`src/rtl/hex_display_ctrl.sv`:
```
// Registered hex seven-segment controller: latches a value on load and drives
// active-low segments with per-digit decimal points, blinking and leading-zero blanking.
module hex_display_ctrl #(
  parameter int NDIGITS   = 6,
  parameter int BLINK_DIV = 25000000
) (
  input  logic                     clk,
  input  logic                     rst,
  input  logic                     enable,
  input  logic                     load,
  input  logic [4*NDIGITS-1:0]     value,
  input  logic [NDIGITS-1:0]       dp_mask,
  input  logic [NDIGITS-1:0]       blink_mask,
  input  logic                     lz_blank,
  output logic [NDIGITS-1:0][7:0]  hex
);

  localparam int              CW      = (BLINK_DIV > 1) ? $clog2(BLINK_DIV) : 1;
  localparam logic [CW-1:0]   CNT_MAX = CW'(BLINK_DIV - 1);

  logic [4*NDIGITS-1:0]    value_q;
  logic [NDIGITS-1:0]      dp_q;
  logic [NDIGITS-1:0]      blink_q;
  logic [CW-1:0]           cnt;
  logic                    blink_phase;
  logic [NDIGITS-1:0]      lead_zero;
  logic [NDIGITS-1:0][7:0] hex_next;

  // Active-low segment pattern g..a for one hex nibble.
  function automatic logic [6:0] seg_code(input logic [3:0] n);
    logic [6:0] s;
    case (n)
      4'h0: s = 7'h40;
      4'h1: s = 7'h79;
      4'h2: s = 7'h24;
      4'h3: s = 7'h30;
      4'h4: s = 7'h19;
      4'h5: s = 7'h12;
      4'h6: s = 7'h02;
      4'h7: s = 7'h78;
      4'h8: s = 7'h00;
      4'h9: s = 7'h18;
      4'hA: s = 7'h08;
      4'hB: s = 7'h03;
      4'hC: s = 7'h46;
      4'hD: s = 7'h21;
      4'hE: s = 7'h06;
      default: s = 7'h0E;
    endcase
    return s;
  endfunction

  always_comb begin
    logic zero_run;
    // NOTE: every always_comb output gets a default first so no path infers a latch.
    zero_run  = 1'b1;
    lead_zero = '0;
    hex_next  = '1;
    // Scan from the most significant digit; digit 0 always shows something.
    for (int i = NDIGITS - 1; i >= 0; i--) begin
      zero_run     = zero_run && (value_q[4*i +: 4] == 4'h0);
      lead_zero[i] = lz_blank && zero_run && (i != 0);
    end
    for (int i = 0; i < NDIGITS; i++) begin
      if (!enable || (blink_q[i] && !blink_phase))
        hex_next[i] = 8'hFF;
      else if (lead_zero[i])
        hex_next[i] = {~dp_q[i], 7'h7F};
      else
        hex_next[i] = {~dp_q[i], seg_code(value_q[4*i +: 4])};
    end
  end

  // NOTE: sequential state uses non-blocking assignments so all registers update together.
  always_ff @(posedge clk or posedge rst) begin
    if (rst) begin
      value_q     <= '0;
      dp_q        <= '0;
      blink_q     <= '0;
      cnt         <= '0;
      blink_phase <= 1'b1;
      hex         <= '1;
    end else begin
      hex <= hex_next;
      // A load restarts the blink period visible, overriding a coincident wrap.
      if (load) begin
        value_q     <= value;
        dp_q        <= dp_mask;
        blink_q     <= blink_mask;
        cnt         <= '0;
        blink_phase <= 1'b1;
      end else if (cnt == CNT_MAX) begin
        cnt         <= '0;
        blink_phase <= ~blink_phase;
      end else begin
        cnt <= cnt + CW'(1);
      end
    end
  end

endmodule

```
`config.mk`:
```
export PLATFORM = sky130hd
export DESIGN_NAME = hex_display_ctrl
export DESIGN_NICKNAME = d
export VERILOG_FILES = /design/src/rtl/hex_display_ctrl.sv
export SDC_FILE = /design/constraint.sdc
export NUM_CORES = 1
export LEC_CHECK = 0
export ABC_AREA = 1
export CAP_MARGIN = 20
export CORE_AREA = 2 2 116 118
export DETAILED_ROUTE_END_ITERATION = 12
export DIE_AREA = 0 0 118 120
export PLACE_DENSITY = 0.67
export SETUP_SLACK_MARGIN = 0.2
export SLEW_MARGIN = 20
export SYNTH_ARGS = -nofsm -noshare
export SYNTH_HDL_FRONTEND = slang
export SYNTH_SLANG_ARGS = --single-unit
```
`constraint.sdc`:
```
create_clock -name clk -period 6.45 [get_ports clk]
set_input_delay 0.9675 -clock clk [delete_from_list [all_inputs] [get_ports clk]]
set_output_delay 0.9675 -clock clk [all_outputs]
set_load 0.01 [all_outputs]
```
==> impl_metrics.env <==
export IMPL_finalHoldViolations=0
export IMPL_slew_headroom_pct=38.8
export IMPL_dr_pass1_iters=5
export IMPL_initial_core_util_pct=43.7
export IMPL_synth_compound_area_share_pct=9.71
export IMPL_fp_dieArea_sq_um=14200
export IMPL_cp_max_fo=1
export IMPL_fin_crit_ns=2.38
export IMPL_cts_resized=0
export IMPL_synthArstFlopShare_pct=100
export IMPL_grt_pass1_vias=4506
export IMPL_syn2layout_area_growth_pct=24.7
export IMPL_maxCapViolCount=0
export IMPL_cts_tree="built"
export IMPL_cts_buffer_depth=2
export IMPL_num_rows=42
export IMPL_drcViolationCount=0
export IMPL_powerDensity_nw_per_um2=248
export IMPL_place_hpwl_microns=9310
export IMPL_cts_htree_levels=3
export IMPL_synth_avg_cell_area_sq_um=8.27
export IMPL_fp_dieH_microns=120
export IMPL_port_buffer_count=88
export IMPL_finish_utilization_pct=54.5
export IMPL_synth_nets=754
export IMPL_vias=4611
export IMPL_overflow=0
export IMPL_worst_hold_path_type="reg2reg"
export IMPL_total_power_w=0.00175
export IMPL_clock_sinks=110
export IMPL_p_clk_share_pct=37.1
export IMPL_muxShareOfSynthArea_pct=0
export IMPL_p_int_w=0.00133
export IMPL_grt_max_degree=77
export IMPL_fp_coreArea_sq_um=13000
export IMPL_clkSlewWorstSetupHoldPaths_ns=0.07
export IMPL_ys_seq_area_share_pct=49.6
export IMPL_fillers=1216
export IMPL_peakVddDrop_mv=0.104
export IMPL_finalSetupViolCount=0
export IMPL_grtUsageTotal_pct=18.0
export IMPL_synth_area_sq_um=5670
export IMPL_synthSimpleGateAreaFrac_pct=26.9
export IMPL_synth_top_family_by_area="simple AND/OR/NAND/NOR gates"
export IMPL_grt_setup_unrepaired="no"
export IMPL_slowest_delay_ns=0.54
export IMPL_layout_commonest_cell="nand2_1"
export IMPL_layout_common_cells="199 x nand2_1, 90 x nor2_1, 87 x clkdlybuf4s50_1"
export IMPL_gp_congestion=0.951
export IMPL_yosysTopAreaCell="dfrtp_1"
export IMPL_drv_slew=0
export IMPL_synth_top_area_share_pct=26.9
export IMPL_arrival_ns=1.41
export IMPL_p_leak_nw=3.14
export IMPL_synthTopCellsByArea="dfrtp_1 27%, dfstp_2 23%, nand2_1 13%, ha_1 6.2%, nor2_1 6.0%"
export IMPL_swShare_pct=24.3
export IMPL_p_sw_w=0.000425
export IMPL_critical_path_class="reg2out"
export IMPL_synth_edf_count=0
export IMPL_cp_start_kind="register"
export IMPL_viasPerCell=4.84
export IMPL_antenna_cells=0
export IMPL_crit_family="flip-flops"
export IMPL_cts_hold_buf=0
export IMPL_yosysWarningCount=0
export IMPL_p_seq_share_pct=46.0
export IMPL_setup_tns_ns=0
export IMPL_clk_latency_ns=0.34
export IMPL_cts_buffers=9
export IMPL_die_w_microns=118
export IMPL_required_ns=5.48
export IMPL_drt_wl_total_microns=12300
export IMPL_combPwrFrac_pct=16.9
export IMPL_synth_xor_area_share_pct=1.55
export IMPL_avgRoutedWirePerCell_microns=12.9
export IMPL_antenna_found_initial=0
export IMPL_synthAdderAreaFrac_pct=6.18
export IMPL_cts_setup_buffers=0
export IMPL_status="completed"
export IMPL_timing_fmax_mhz=420
export IMPL_nets=841
export IMPL_ys_ff_latch=110
export IMPL_cts_root_buffer="clkbuf_16"
export IMPL_synthCells=685
export IMPL_ys_flop_type="dfrtp_1"
export IMPL_drive_above_1_share_pct=11.2
export IMPL_path_cells="clkdlybuf4s50_1"
export IMPL_finClkSkew_ns=0.00950
export IMPL_cp_num_buf_inv=1
export IMPL_fin_crit_sh_pct=36.9
export IMPL_drt_iter0_drc=307
export IMPL_worst_path_max_delay_cell="dfstp_2"
export IMPL_yosys_cell_types_count=40
export IMPL_worstMarginPinSlew_ns=0.918
export IMPL_num_io_pins=89
export IMPL_grt_pass1_wl_microns=20700
export IMPL_ant_nets=0
export IMPL_cp_end_kind="primary output"
## synthesized netlist by cell type (2+ instances only)
cell and count:
a21oi_1 16, a221oi_1 2, and2_2 2, buf_2 2
buf_4 2, clkbuf_1 9, clkinv_1 2, dfrtp_1 61
dfstp_2 49, ha_1 28, inv_1 66, inv_2 4
nand2_1 199, nand2_2 2, nand2_4 2, nand3_1 39
nand3b_1 2, nor2_1 90, nor2_2 4, nor2_4 4
nor3_1 9, o2111ai_1 5, o211ai_1 8, o21ai_0 50
o22ai_1 3, o311ai_0 2, o31ai_1 2, xnor2_1 4
xor2_1 6
## stage by stage
stage	hold WS (ns)	worst slack (ns)	std cells	instance area, sq um
6_report	0.400	4.07	953	7070
5_1_grt	0.434	3.89	953	7070
4_1_cts	0.400	4.04	953	7070
3_5_place_dp	0.389	3.74	937	6710
3_3_place_gp	0.389	3.77	937	6710
2_1_floorplan	0.376	2.66	685	5670
## flip-flops by register name, summed over array words and instances, names as in the netlist
name	cells
value_q	24
dp_q	6
cnt	25
blink_q	6
hex	48
blink_phase	1
## cells by family (layout without fill, tap and decap cells)
logic type	after synthesis	after routing
adder cells (fa/ha/maj)	28	28
AO/OA/AOI/OAI	94	94
buffers and inverters	86	178
flip-flops	110	110
AND/OR/NAND/NOR	357	357
XOR/XNOR	10	10
## power groups by stage
stage	logic, W	clock network (W)	registers [W]
3_3_place_gp	0.000294	0	0.000816
5_1_grt	0.000331	0.000690	0.000814
4_1_cts	0.000299	0.000669	0.000806
3_5_place_dp	0.000298	0	0.000818
2_1_floorplan	0.000155	0	0.000825
6_report	0.000296	0.000649	0.000806
## worst paths after layout
| check | depth (start not counted) | startpoint | to | slack, ns |
|---|---|---|---|---|
| max | 1 | hex[31]$_DFF_PP1_ | hex[31] | 4.07 |
| max reg2reg | 8 | cnt[0]$_DFF_PP0_ | cnt[5]$_DFF_PP0_ | 4.77 |
| min reg2reg | 1 | dp_q[4]$_DFFE_PP0P_ | hex[39]$_DFF_PP1_ | 0.40 |
| min | 1 | dp_q[4]$_DFFE_PP0P_ | hex[39]$_DFF_PP1_ | 0.40 |
| min in group asynchronous | 2 | rst | value_q[6]$_DFFE_PP0P_ | 0.98 |
| max in group asynchronous | 3 | rst | value_q[22]$_DFFE_PP0P_ | 4.21 |
## layer usage
| metal | GRT usage (%) | wire length (microns) | vias to the layer above |
|---|---|---|---|
| met2 | 30.7 | 6140 | 80 |
| met3 | 2.52 | 399 | 13 |
| li1 | - | - | 2371 |
| met5 | 0 | 0 | - |
| met4 | 7.08 | 217 | 0 |
| met1 | 23.3 | 5500 | 2147 |
## final cells by class
cell class                 count  area, sq um  area share [%]
inverter                      72          273            3.86
clock inverter                 4          120            1.70
clock buffer                  12          236            3.35
sequential                   110         2810            39.8
multi-input combinational    489         2510            35.6
timing repair buffer          90          891            12.6
tap                          176          220            3.12
Power figures use the tool's default switching activity.
